### config.mk
export PLATFORM = sky130hd
export DESIGN_NAME = aurora_tx_arbiter
export DESIGN_NICKNAME = d
export VERILOG_FILES = /design/src/rtl/aurora_arb_pkg.sv /design/src/rtl/aurora_axis_skid.sv /design/src/rtl/cmip_app_cnt.sv /design/src/rtl/aurora_tx_arbiter.sv
export SDC_FILE = /design/constraint.sdc
export NUM_CORES = 1
export LEC_CHECK = 0
export ABC_CLOCK_PERIOD_IN_PS = 5550
export CORE_AREA = 2 2 160 162
export CTS_CLUSTER_DIAMETER = 200
export DETAILED_ROUTE_END_ITERATION = 7
export DIE_AREA = 0 0 162 164
export PLACE_DENSITY = 0.88
export RECOVER_POWER = 100
export SLEW_MARGIN = 5
export SYNTH_ARGS = -nofsm -noshare
export SYNTH_HDL_FRONTEND = slang
export SYNTH_SLANG_ARGS = --single-unit
### constraint.sdc
create_clock -name clk -period 5.55 [get_ports clk]
set_input_delay 1.11 -clock clk [delete_from_list [all_inputs] [get_ports clk]]
set_output_delay 1.11 -clock clk [all_outputs]
set_load 0.01 [all_outputs]
### src/rtl/aurora_arb_pkg.sv
// aurora_arb_pkg
// Shared types and constants for the Aurora TX arbiter slice:
//   arb_state_t  - arbiter FSM state (IDLE, XFER)
//   NUM_SRC_MAX  - largest supported number of requesting sources
//   GRANT_W      - width of a source index / grant_id
//   CNT_W        - width of the packet statistics counter
//   rr_pick()    - round-robin search helper
package aurora_arb_pkg;

  typedef enum logic {
    IDLE = 1'b0,
    XFER = 1'b1
  } arb_state_t;

  localparam int NUM_SRC_MAX = 8;
  localparam int GRANT_W     = 3;
  localparam int CNT_W       = 32;

  // Round-robin search over the first n request bits, starting just after
  // 'last' and wrapping. Returns {found, index}. The loop runs from the
  // farthest candidate to the nearest so the nearest requester is the final
  // assignment and therefore the winner; no early exit is needed.
  function automatic logic [GRANT_W:0] rr_pick(
    input logic [NUM_SRC_MAX-1:0] req,
    input logic [GRANT_W-1:0]     last,
    input int                     n
  );
    logic [GRANT_W:0] res;
    int               idx;
    res = '0;
    for (int k = NUM_SRC_MAX; k >= 1; k--) begin
      idx = int'(last) + k;
      if (idx >= n) idx = idx - n;
      if ((k <= n) && req[idx[GRANT_W-1:0]]) begin
        res = {1'b1, idx[GRANT_W-1:0]};
      end
    end
    return res;
  endfunction

endpackage

### src/rtl/aurora_axis_skid.sv
// aurora_axis_skid
// Two-entry AXI-Stream register slice carrying {tdata, tkeep, tlast}.
// 'main' drives the outputs; 'spare' absorbs the one beat that may arrive
// in the cycle the downstream stalls, so in_ready can be a plain register
// term and the path still runs at one beat per cycle.
//   clk, rst_n                         - clock, async active-low reset
//   in_valid/in_ready/in_data/keep/last - upstream side
//   out_valid/out_ready/out_data/keep/last - downstream side (registered)
module aurora_axis_skid
  import aurora_arb_pkg::*;
#(
  parameter int DATA_WD = 64
) (
  input  logic                 clk,
  input  logic                 rst_n,
  input  logic                 in_valid,
  output logic                 in_ready,
  input  logic [DATA_WD-1:0]   in_data,
  input  logic [DATA_WD/8-1:0] in_keep,
  input  logic                 in_last,
  output logic                 out_valid,
  input  logic                 out_ready,
  output logic [DATA_WD-1:0]   out_data,
  output logic [DATA_WD/8-1:0] out_keep,
  output logic                 out_last
);

  localparam int PAY_W = DATA_WD + DATA_WD/8 + 1;

  logic [PAY_W-1:0] main_reg, spare_reg, in_pay;
  logic             main_vld_reg, spare_vld_reg;
  logic             in_hs, out_hs;

  assign in_pay   = {in_data, in_keep, in_last};
  assign in_ready = !spare_vld_reg;
  assign in_hs    = in_valid && in_ready;
  assign out_hs   = main_vld_reg && out_ready;

  always_ff @(posedge clk or negedge rst_n) begin
    if (!rst_n) begin
      main_reg      <= '0;
      spare_reg     <= '0;
      main_vld_reg  <= 1'b0;
      spare_vld_reg <= 1'b0;
    end else if (out_hs) begin
      if (spare_vld_reg) begin
        // in_ready is low while spare holds a beat, so no new beat here
        main_reg      <= spare_reg;
        spare_vld_reg <= 1'b0;
      end else begin
        main_vld_reg <= in_hs;
        if (in_hs) main_reg <= in_pay;
      end
    end else if (in_hs) begin
      if (!main_vld_reg) begin
        main_vld_reg <= 1'b1;
        main_reg     <= in_pay;
      end else begin
        spare_vld_reg <= 1'b1;
        spare_reg     <= in_pay;
      end
    end
  end

  assign out_valid = main_vld_reg;
  assign {out_data, out_keep, out_last} = main_reg;

endmodule

### src/rtl/cmip_app_cnt.sv
// cmip_app_cnt
// Saturating event counter with synchronous clear.
//   clk, rst_n - clock, asynchronous active-low reset
//   clr        - synchronous clear; has priority over inc
//   inc        - count enable, one per cycle
//   cnt        - current count, sticks at all-ones
module cmip_app_cnt #(
  parameter int WIDTH = 32
) (
  input  logic             clk,
  input  logic             rst_n,
  input  logic             clr,
  input  logic             inc,
  output logic [WIDTH-1:0] cnt
);

  logic [WIDTH-1:0] cnt_reg;

  always_ff @(posedge clk or negedge rst_n) begin
    if (!rst_n) begin
      cnt_reg <= '0;
    end else if (clr) begin
      cnt_reg <= '0;
    end else if (inc && (cnt_reg != {WIDTH{1'b1}})) begin
      cnt_reg <= cnt_reg + 1'b1;
    end
  end

  assign cnt = cnt_reg;

endmodule

### src/rtl/aurora_tx_arbiter.sv
// aurora_tx_arbiter
// Packet-level round-robin arbiter sharing one Aurora TX AXI-Stream channel
// among NUM_SRC message generators. A grant is held from the first beat to
// the tlast beat, so packets never interleave. Output is registered through
// aurora_axis_skid.
//   clk, rst_n       - clock, asynchronous active-low reset
//   cfg_rst          - synchronous clear of arb_pkt_cnt only
//   s_axis_*         - NUM_SRC packed source streams (source i at slice i)
//   m_axis_*         - merged stream to the Aurora TX user interface
//   grant_id         - current or most recent granted source
//   arb_pkt_cnt      - packets forwarded (output tlast handshakes), saturating
// Build option: define AURORA_TX_ARB_SP_EN to give source 0 strict priority
// at packet boundaries (others keep round-robin among themselves).
module aurora_tx_arbiter
  import aurora_arb_pkg::*;
#(
  parameter int DATA_WD = 64,
  parameter int NUM_SRC = 4
) (
  input  logic                         clk,
  input  logic                         rst_n,
  input  logic                         cfg_rst,
  input  logic [NUM_SRC*DATA_WD-1:0]   s_axis_tdata,
  input  logic [NUM_SRC*DATA_WD/8-1:0] s_axis_tkeep,
  input  logic [NUM_SRC-1:0]           s_axis_tvalid,
  input  logic [NUM_SRC-1:0]           s_axis_tlast,
  output logic [NUM_SRC-1:0]           s_axis_tready,
  output logic [DATA_WD-1:0]           m_axis_tdata,
  output logic [DATA_WD/8-1:0]         m_axis_tkeep,
  output logic                         m_axis_tvalid,
  output logic                         m_axis_tlast,
  input  logic                         m_axis_tready,
  output logic [GRANT_W-1:0]           grant_id,
  output logic [CNT_W-1:0]             arb_pkt_cnt
);

  localparam int KEEP_WD = DATA_WD/8;

  arb_state_t         state_reg;
  logic [GRANT_W-1:0] grant_reg, last_grant_reg;

  // Sources unpacked into NUM_SRC_MAX-deep arrays so a GRANT_W-bit index
  // always lands on a real element; unused slots read as idle.
  logic [DATA_WD-1:0]     src_data [NUM_SRC_MAX];
  logic [KEEP_WD-1:0]     src_keep [NUM_SRC_MAX];
  logic [NUM_SRC_MAX-1:0] req_vec, last_vec;

  genvar gi;
  generate
    for (gi = 0; gi < NUM_SRC_MAX; gi++) begin : g_unpack
      if (gi < NUM_SRC) begin : g_used
        assign src_data[gi] = s_axis_tdata[gi*DATA_WD +: DATA_WD];
        assign src_keep[gi] = s_axis_tkeep[gi*KEEP_WD +: KEEP_WD];
        assign req_vec[gi]  = s_axis_tvalid[gi];
        assign last_vec[gi] = s_axis_tlast[gi];
      end else begin : g_unused
        assign src_data[gi] = '0;
        assign src_keep[gi] = '0;
        assign req_vec[gi]  = 1'b0;
        assign last_vec[gi] = 1'b0;
      end
    end
  endgenerate

  // Winner selection for the IDLE cycle
  logic [GRANT_W:0]   rr_res;
  logic [GRANT_W-1:0] winner;
  logic               win_found, upd_last;

  always_comb begin
    rr_res    = rr_pick(req_vec, last_grant_reg, NUM_SRC);
    winner    = rr_res[GRANT_W-1:0];
    win_found = rr_res[GRANT_W];
    upd_last  = 1'b1;
`ifdef AURORA_TX_ARB_SP_EN
    // Source 0 jumps the queue but leaves the rotation pointer alone, so
    // the other sources resume where they left off.
    if (req_vec[0]) begin
      winner    = '0;
      win_found = 1'b1;
      upd_last  = 1'b0;
    end
`endif
  end

  // Datapath from the granted source into the skid slice
  logic skid_in_ready, skid_in_valid, src_hs, xfer;

  assign xfer          = (state_reg == XFER);
  assign skid_in_valid = xfer && req_vec[grant_reg];
  assign src_hs        = skid_in_valid && skid_in_ready;

  generate
    for (gi = 0; gi < NUM_SRC; gi++) begin : g_ready
      assign s_axis_tready[gi] = xfer && skid_in_ready && (grant_reg == GRANT_W'(gi));
    end
  endgenerate

  always_ff @(posedge clk or negedge rst_n) begin
    if (!rst_n) begin
      state_reg      <= IDLE;
      grant_reg      <= '0;
      last_grant_reg <= GRANT_W'(NUM_SRC-1);
    end else begin
      case (state_reg)
        IDLE: begin
          if (win_found) begin
            state_reg <= XFER;
            grant_reg <= winner;
            if (upd_last) last_grant_reg <= winner;
          end
        end
        XFER: begin
          // A stalled source only pauses the packet; the grant is kept
          if (src_hs && last_vec[grant_reg]) state_reg <= IDLE;
        end
        default: state_reg <= IDLE;
      endcase
    end
  end

  assign grant_id = grant_reg;

  aurora_axis_skid #(
    .DATA_WD (DATA_WD)
  ) u_skid (
    .clk       (clk),
    .rst_n     (rst_n),
    .in_valid  (skid_in_valid),
    .in_ready  (skid_in_ready),
    .in_data   (src_data[grant_reg]),
    .in_keep   (src_keep[grant_reg]),
    .in_last   (last_vec[grant_reg]),
    .out_valid (m_axis_tvalid),
    .out_ready (m_axis_tready),
    .out_data  (m_axis_tdata),
    .out_keep  (m_axis_tkeep),
    .out_last  (m_axis_tlast)
  );

  cmip_app_cnt #(
    .WIDTH (CNT_W)
  ) u_pkt_cnt (
    .clk   (clk),
    .rst_n (rst_n),
    .clr   (cfg_rst),
    .inc   (m_axis_tvalid && m_axis_tready && m_axis_tlast),
    .cnt   (arb_pkt_cnt)
  );

endmodule

; Yosys cells after proc, flatten, opt, wreduce, memory -nomap -nowiden
; Cells that the tools add are included.
[classes]
add_sub_neg = 9
n_lt_le_gt_ge = 10
n_eq_ne = 6
mux = 42
bitwise_logic = 3
n_reduce_logical = 22
[ops]
columns = op, count
row1 = 2-to-1 mux 73 bit, 5
row2 = binary-select mux 64 bit (select 3 bit), 1
row3 = 2-to-1 mux 64 bit, 2
row4 = 2-to-1 mux 32 bit, 2
row5 = adder 32 x 1 -> 32 bit (second input constant), 1
row6 = != test 32 bit (second input constant), 1
row7 = binary-select mux 8 bit (select 3 bit), 1
row8 = less-than comparator 3 x 4 -> 1 bit (second input constant), 5
row9 = binary-select mux 1 bit (select 3 bit), 6
row10 = >= comparator 4 x 3 -> 1 bit (second input constant), 4
row11 = 2-to-1 mux 4 bit, 4
row12 = 2-to-1 mux 8 bit, 2
row13 = 2-to-1 mux 1 bit, 14
row14 = 2-to-1 mux 3 bit, 4
row15 = subtractor 3 bit (second input constant), 4
row16 = logical AND 1 bit, 11
row17 = adder 3 x 2 -> 4 bit (second input constant), 2
row18 = nonzero test 2 bit, 4
row19 = == test 3 x 2 -> 1 bit (second input constant), 2
row20 = AND reduction 2 bit, 3
row21 = AND reduction 3 bit, 2
row22 = adder 3 x 1 -> 4 bit (second input constant), 1
row23 = adder 3 x 3 -> 4 bit (second input constant), 1
row24 = >= comparator 4 bit (second input constant), 1
row25 = other kinds (7), 9
[word_totals]
regBits = 187
in_bits = 300
out_inout_bits = 113
elab_cells = 100

; Logic depth before layout (Yosys ltp)
[logic_depth]
ltp_word = 11
mapped_depth = 9
ltp_nobuf = 7

; By module
; From an unflattened synthesis, not the netlist that was laid out.
[hier_totals]
hier_cells = 1100
area_unflattened_um2 = 11702.5
[modules_own_cells]
columns = mod, instances, cells_each, area_per_inst_um2
row1 = aurora_axis_skid, 1, 667, 7056.8
row2 = aurora_tx_arbiter, 1, 239, 2835.2
row3 = cmip_app_cnt, 1, 194, 1810.5

; Worst setup path before layout
; OpenSTA, ideal clock, no wires.
[synth_timing]
path_type = reg2out
startpoint = reg grant_reg[1], in the netlist grant_id[1]
endpoint = out s_axis_tready[2]
arrival_ns = 1.631
path_slack_ns = 2.809
path_stages_with_launch = 6
path_cell_list = dfrtp_1 -> clkbuf_1 -> buf_1 -> buf_1 -> inv_1 -> nor3b_1
[synth_between]
elab_chain_cells = 2
[synth_lines]
columns = item, line_no
row1 = from (decl), aurora_tx_arbiter.sv:40  ; logic [GRANT_W-1:0] grant_reg, last_grant_reg;
row2 = from (signal assigned), aurora_tx_arbiter.sv:109  ; grant_reg <= winner;
row3 = == test 3 x 2 -> 1 bit, aurora_tx_arbiter.sv:95  ; assign s_axis_tready[gi] = xfer && skid_in_ready && (grant_reg == GRANT_W'(gi));
row4 = logical AND 1 bit, aurora_tx_arbiter.sv:95
row5 = to (decl), aurora_tx_arbiter.sv:27  ; output logic [NUM_SRC-1:0] s_axis_tready,
; Every way passes these cells.

; Worst setup path in the final report
[layout_timing]
startpoint = reg grant_reg[2], in the netlist grant_id[2]
endpoint = out s_axis_tready[0]
[layout_between]
elab_chain_cells = 2
[layout_lines]
columns = item, line_no
row1 = logical NOT 3 bit, aurora_tx_arbiter.sv:95
row2 = logical AND 1 bit, aurora_tx_arbiter.sv:95
; Every way passes these cells.

==> run metrics <==
status finished with violations; failing checks capacitance limit, slew limit; dominant synthesized flop cell dfrtp_1; I/O Pins 413; Leak ~6.4 nW; hold_sp u_skid.main_reg[29]; Setup Crit Path Kind reg -> out; initial antenna violation count 2; final wirelength ~33000 µm; Root Driver clkbuf_16; DR iter-0 viols approximately 930; Synth Area per Inst 9.697 µm²; Tmin final 4.301 ns; worst reg2reg endpoint u_skid.spare_reg[12]; CP max FO a little over 80; worst-skew pair later-pin latency between 0.4 and 0.5 ns; Min-Delay Path Class reg -> reg; post-synth net total 1382; wire per inst 18.78 µm; Pins Over Slew Limit roughly 270; die area between 20000 and 30000 µm²; Placed Cells between 1500 and 2000; total CTS buffers 17; TritonCTS clock tree built; DRT Pass-1 Iters 5; clk_skew around 0.015 ns; pre-CTS setup slack 1.706 ns; Post-CTS Setup Inserts 0; final hold violations 0; WHS 0.4767 ns; CP endpoint kind output pin; worst reg2reg setup slack around 1.3 ns; Syn Std Cell Area between 10000 and 15000 µm²; RSZ-0062 raised after global routing no; total clock sinks approximately 190; Port Buf Inserts around 410; Reg clk slew, reported paths ~0.080 ns; Post-DP HPWL 25180 µm; post-synthesis sequential area ratio ~45%; worst slew pin tran around 2.6 ns; first-pass GRT wire length 52360 µm; Max Root-Sink Buffers 2; CTS H-tree lvls 4; Distinct cells, synth 45; final instance area about 15000 µm²; num rows 58; Clock Power Share between 10% and 20%; Min-Delay Path Depth 2; drt via density around 5.5; fillers a little over 2000; RR Startpoint grant_id[0]; die width approximately 160 µm; Post-synth EDFFs 0; final core utilization 61.75%; WP data arrival about 3.2 ns; max-cap violations 4; Max Clock Freq about 230 MHz; GR Util All Layers about a quarter; drc violations 0; Comb pwr share 48.7%; Setup TNS Final 0 ns; total gr overflow 0; overall die height 164 µm; Total Nets Final 1739; Worst setup SP type flip-flop; Pwr Density roughly 450 nW/µm²; crit share post-route between 70% and 80%; P&R area growth vs syn 46.48%; non-filler cells, final approximately 1800; Hold Path Sink u_skid.main_reg[29]; antenna-violating nets left 0; Tot Pwr about 6.8 mW; share of layout cells above drive strength 1 under 10%; Final Setup Violations 0; Crit. Startpoint grant_id[2]; post_cts resized 0; Mapped Cells around 1100; internal power about 4.2 mW; R2R cell count 5; pin count of the biggest net entering global routing 105; switching pwr approximately 2.7 mW; VDD IR max 297.9 µV; starting density of the core about 42%; Rel. slew slack -76.50%; post-route setup slack 1.249 ns; Placed Area around 15000 µm²; Sw Share roughly two fifths; core area approximately 25000 µm²; Critical Path RT about 4.4 ns; routed via count 9808; flops & latches, synth about 190; yosys warns 0; number of global-route vias before repair about 10000; Seq pwr share 33.7%; Hold Buf Count CTS 0; GP Congestion approximately 0.83; asr flop ratio synth 100.0%
## power by group through the flow
stage,Sequential [mW],Combinational (mW),Clock (mW)
2_1_floorplan,2.27,2.11,0
4_1_cts,2.32,3.42,1.22
3_5_place_dp,2.34,3.42,0
3_3_place_gp,2.31,3.30,0
5_1_grt,2.37,3.68,1.28
6_report,2.30,3.32,1.20
## worst max-delay path, stage by stage, from the launching register on
cell and delay [ns]:
dfrtp_2 0.38, clkbuf_2 0.78, nor3b_1 0.68, nor3b_1 0.25, dlygate4sd3_1 0.68
## cells by family after synthesis
| logic type | count (synthesis) | share of synthesized area, % |
|---|---|---|
| and+or+nand+nor | 422 | 19.48 |
| AOI/OAI and AO/OA | 280 | 13.90 |
| buffers and inverters | 96 | 3.767 |
| xor gates and xnor gates | 1 | 0.08373 |
| muxes | 91 | 17.90 |
| adders and majority gates | 3 | 0.3588 |
| DFF | 186 | 44.51 |
## cell usage in the layout, fill, tap and decap left out, types with 9 or more instances in the layout
master and instances:
clkdlybuf4s50_1 299, dfrtp_1 182, o21ai_0 163, nand2_1 162
dlygate4sd3_1 112, a21oi_1 97, nor2_1 88, mux4_2 76
nand2b_1 75, or3_1 20, clkbuf_16 17, nand3_1 15
nor2b_1 10, inv_1 9
## cell usage after synthesis (2+ instances only)
library cell / instances / area share [%]
and3_1: 5 / 0.30
or4_1: 7 / 0.50
ha_1: 3 / 0.36
clkbuf_1: 50 / 1.8
buf_4: 2 / 0.14
nand2_1: 163 / 5.8
or3_1: 20 / 1.2
o21ai_0: 163 / 7.8
mux2_2: 9 / 0.97
nor3b_1: 4 / 0.29
o21bai_1: 3 / 0.22
buf_1: 14 / 0.50
nand2b_1: 75 / 4.5
o31ai_1: 6 / 0.43
dfstp_2: 2 / 0.50
nor4_1: 6 / 0.36
and4_1: 3 / 0.25
buf_2: 21 / 1.0
mux4_2: 76 / 16
nor2_1: 88 / 3.2
inv_1: 9 / 0.32
a21o_1: 2 / 0.14
o21a_1: 3 / 0.22
nor3_1: 8 / 0.38
nor2b_1: 10 / 0.60
and2_1: 3 / 0.18
dfrtp_1: 184 / 44
mux2i_1: 6 / 0.57
nand3_1: 15 / 0.72
a21oi_1: 97 / 4.6
nand4_1: 8 / 0.48
## final cells by class
class / instances / area, µm² / area share [%]
inverter: 9 / 33.78 / 0.2204
timing repair buffer: 425 / 4208 / 27.46
tap: 330 / 412.9 / 2.694
sequential: 186 / 4662 / 30.42
clock inverter: 13 / 131.4 / 0.8572
clock buffer: 19 / 452.9 / 2.955
antenna: 2 / 5.005 / 0.03266
multi-input combinational: 797 / 5420 / 35.37
## per-layer routing
metal / GRT usage [%] / wire length (µm)
met5: 0 / 0
met3: 5.530 / 2287
met2: 42.44 / 16750
met4: 9.051 / 1049
met1: 32.37 / 13360
## worst max-delay path by stage
stage                                end  slack [ns]
detailed placement  u_skid.spare_reg[30]        1.71
global route        u_skid.spare_reg[12]        0.93
CTS                     s_axis_tready[0]        1.91
finish                  s_axis_tready[0]        1.25
floorplan               s_axis_tready[2]        2.81
global placement     u_skid.spare_reg[9]        1.79
(Power assumes the default switching activity.)
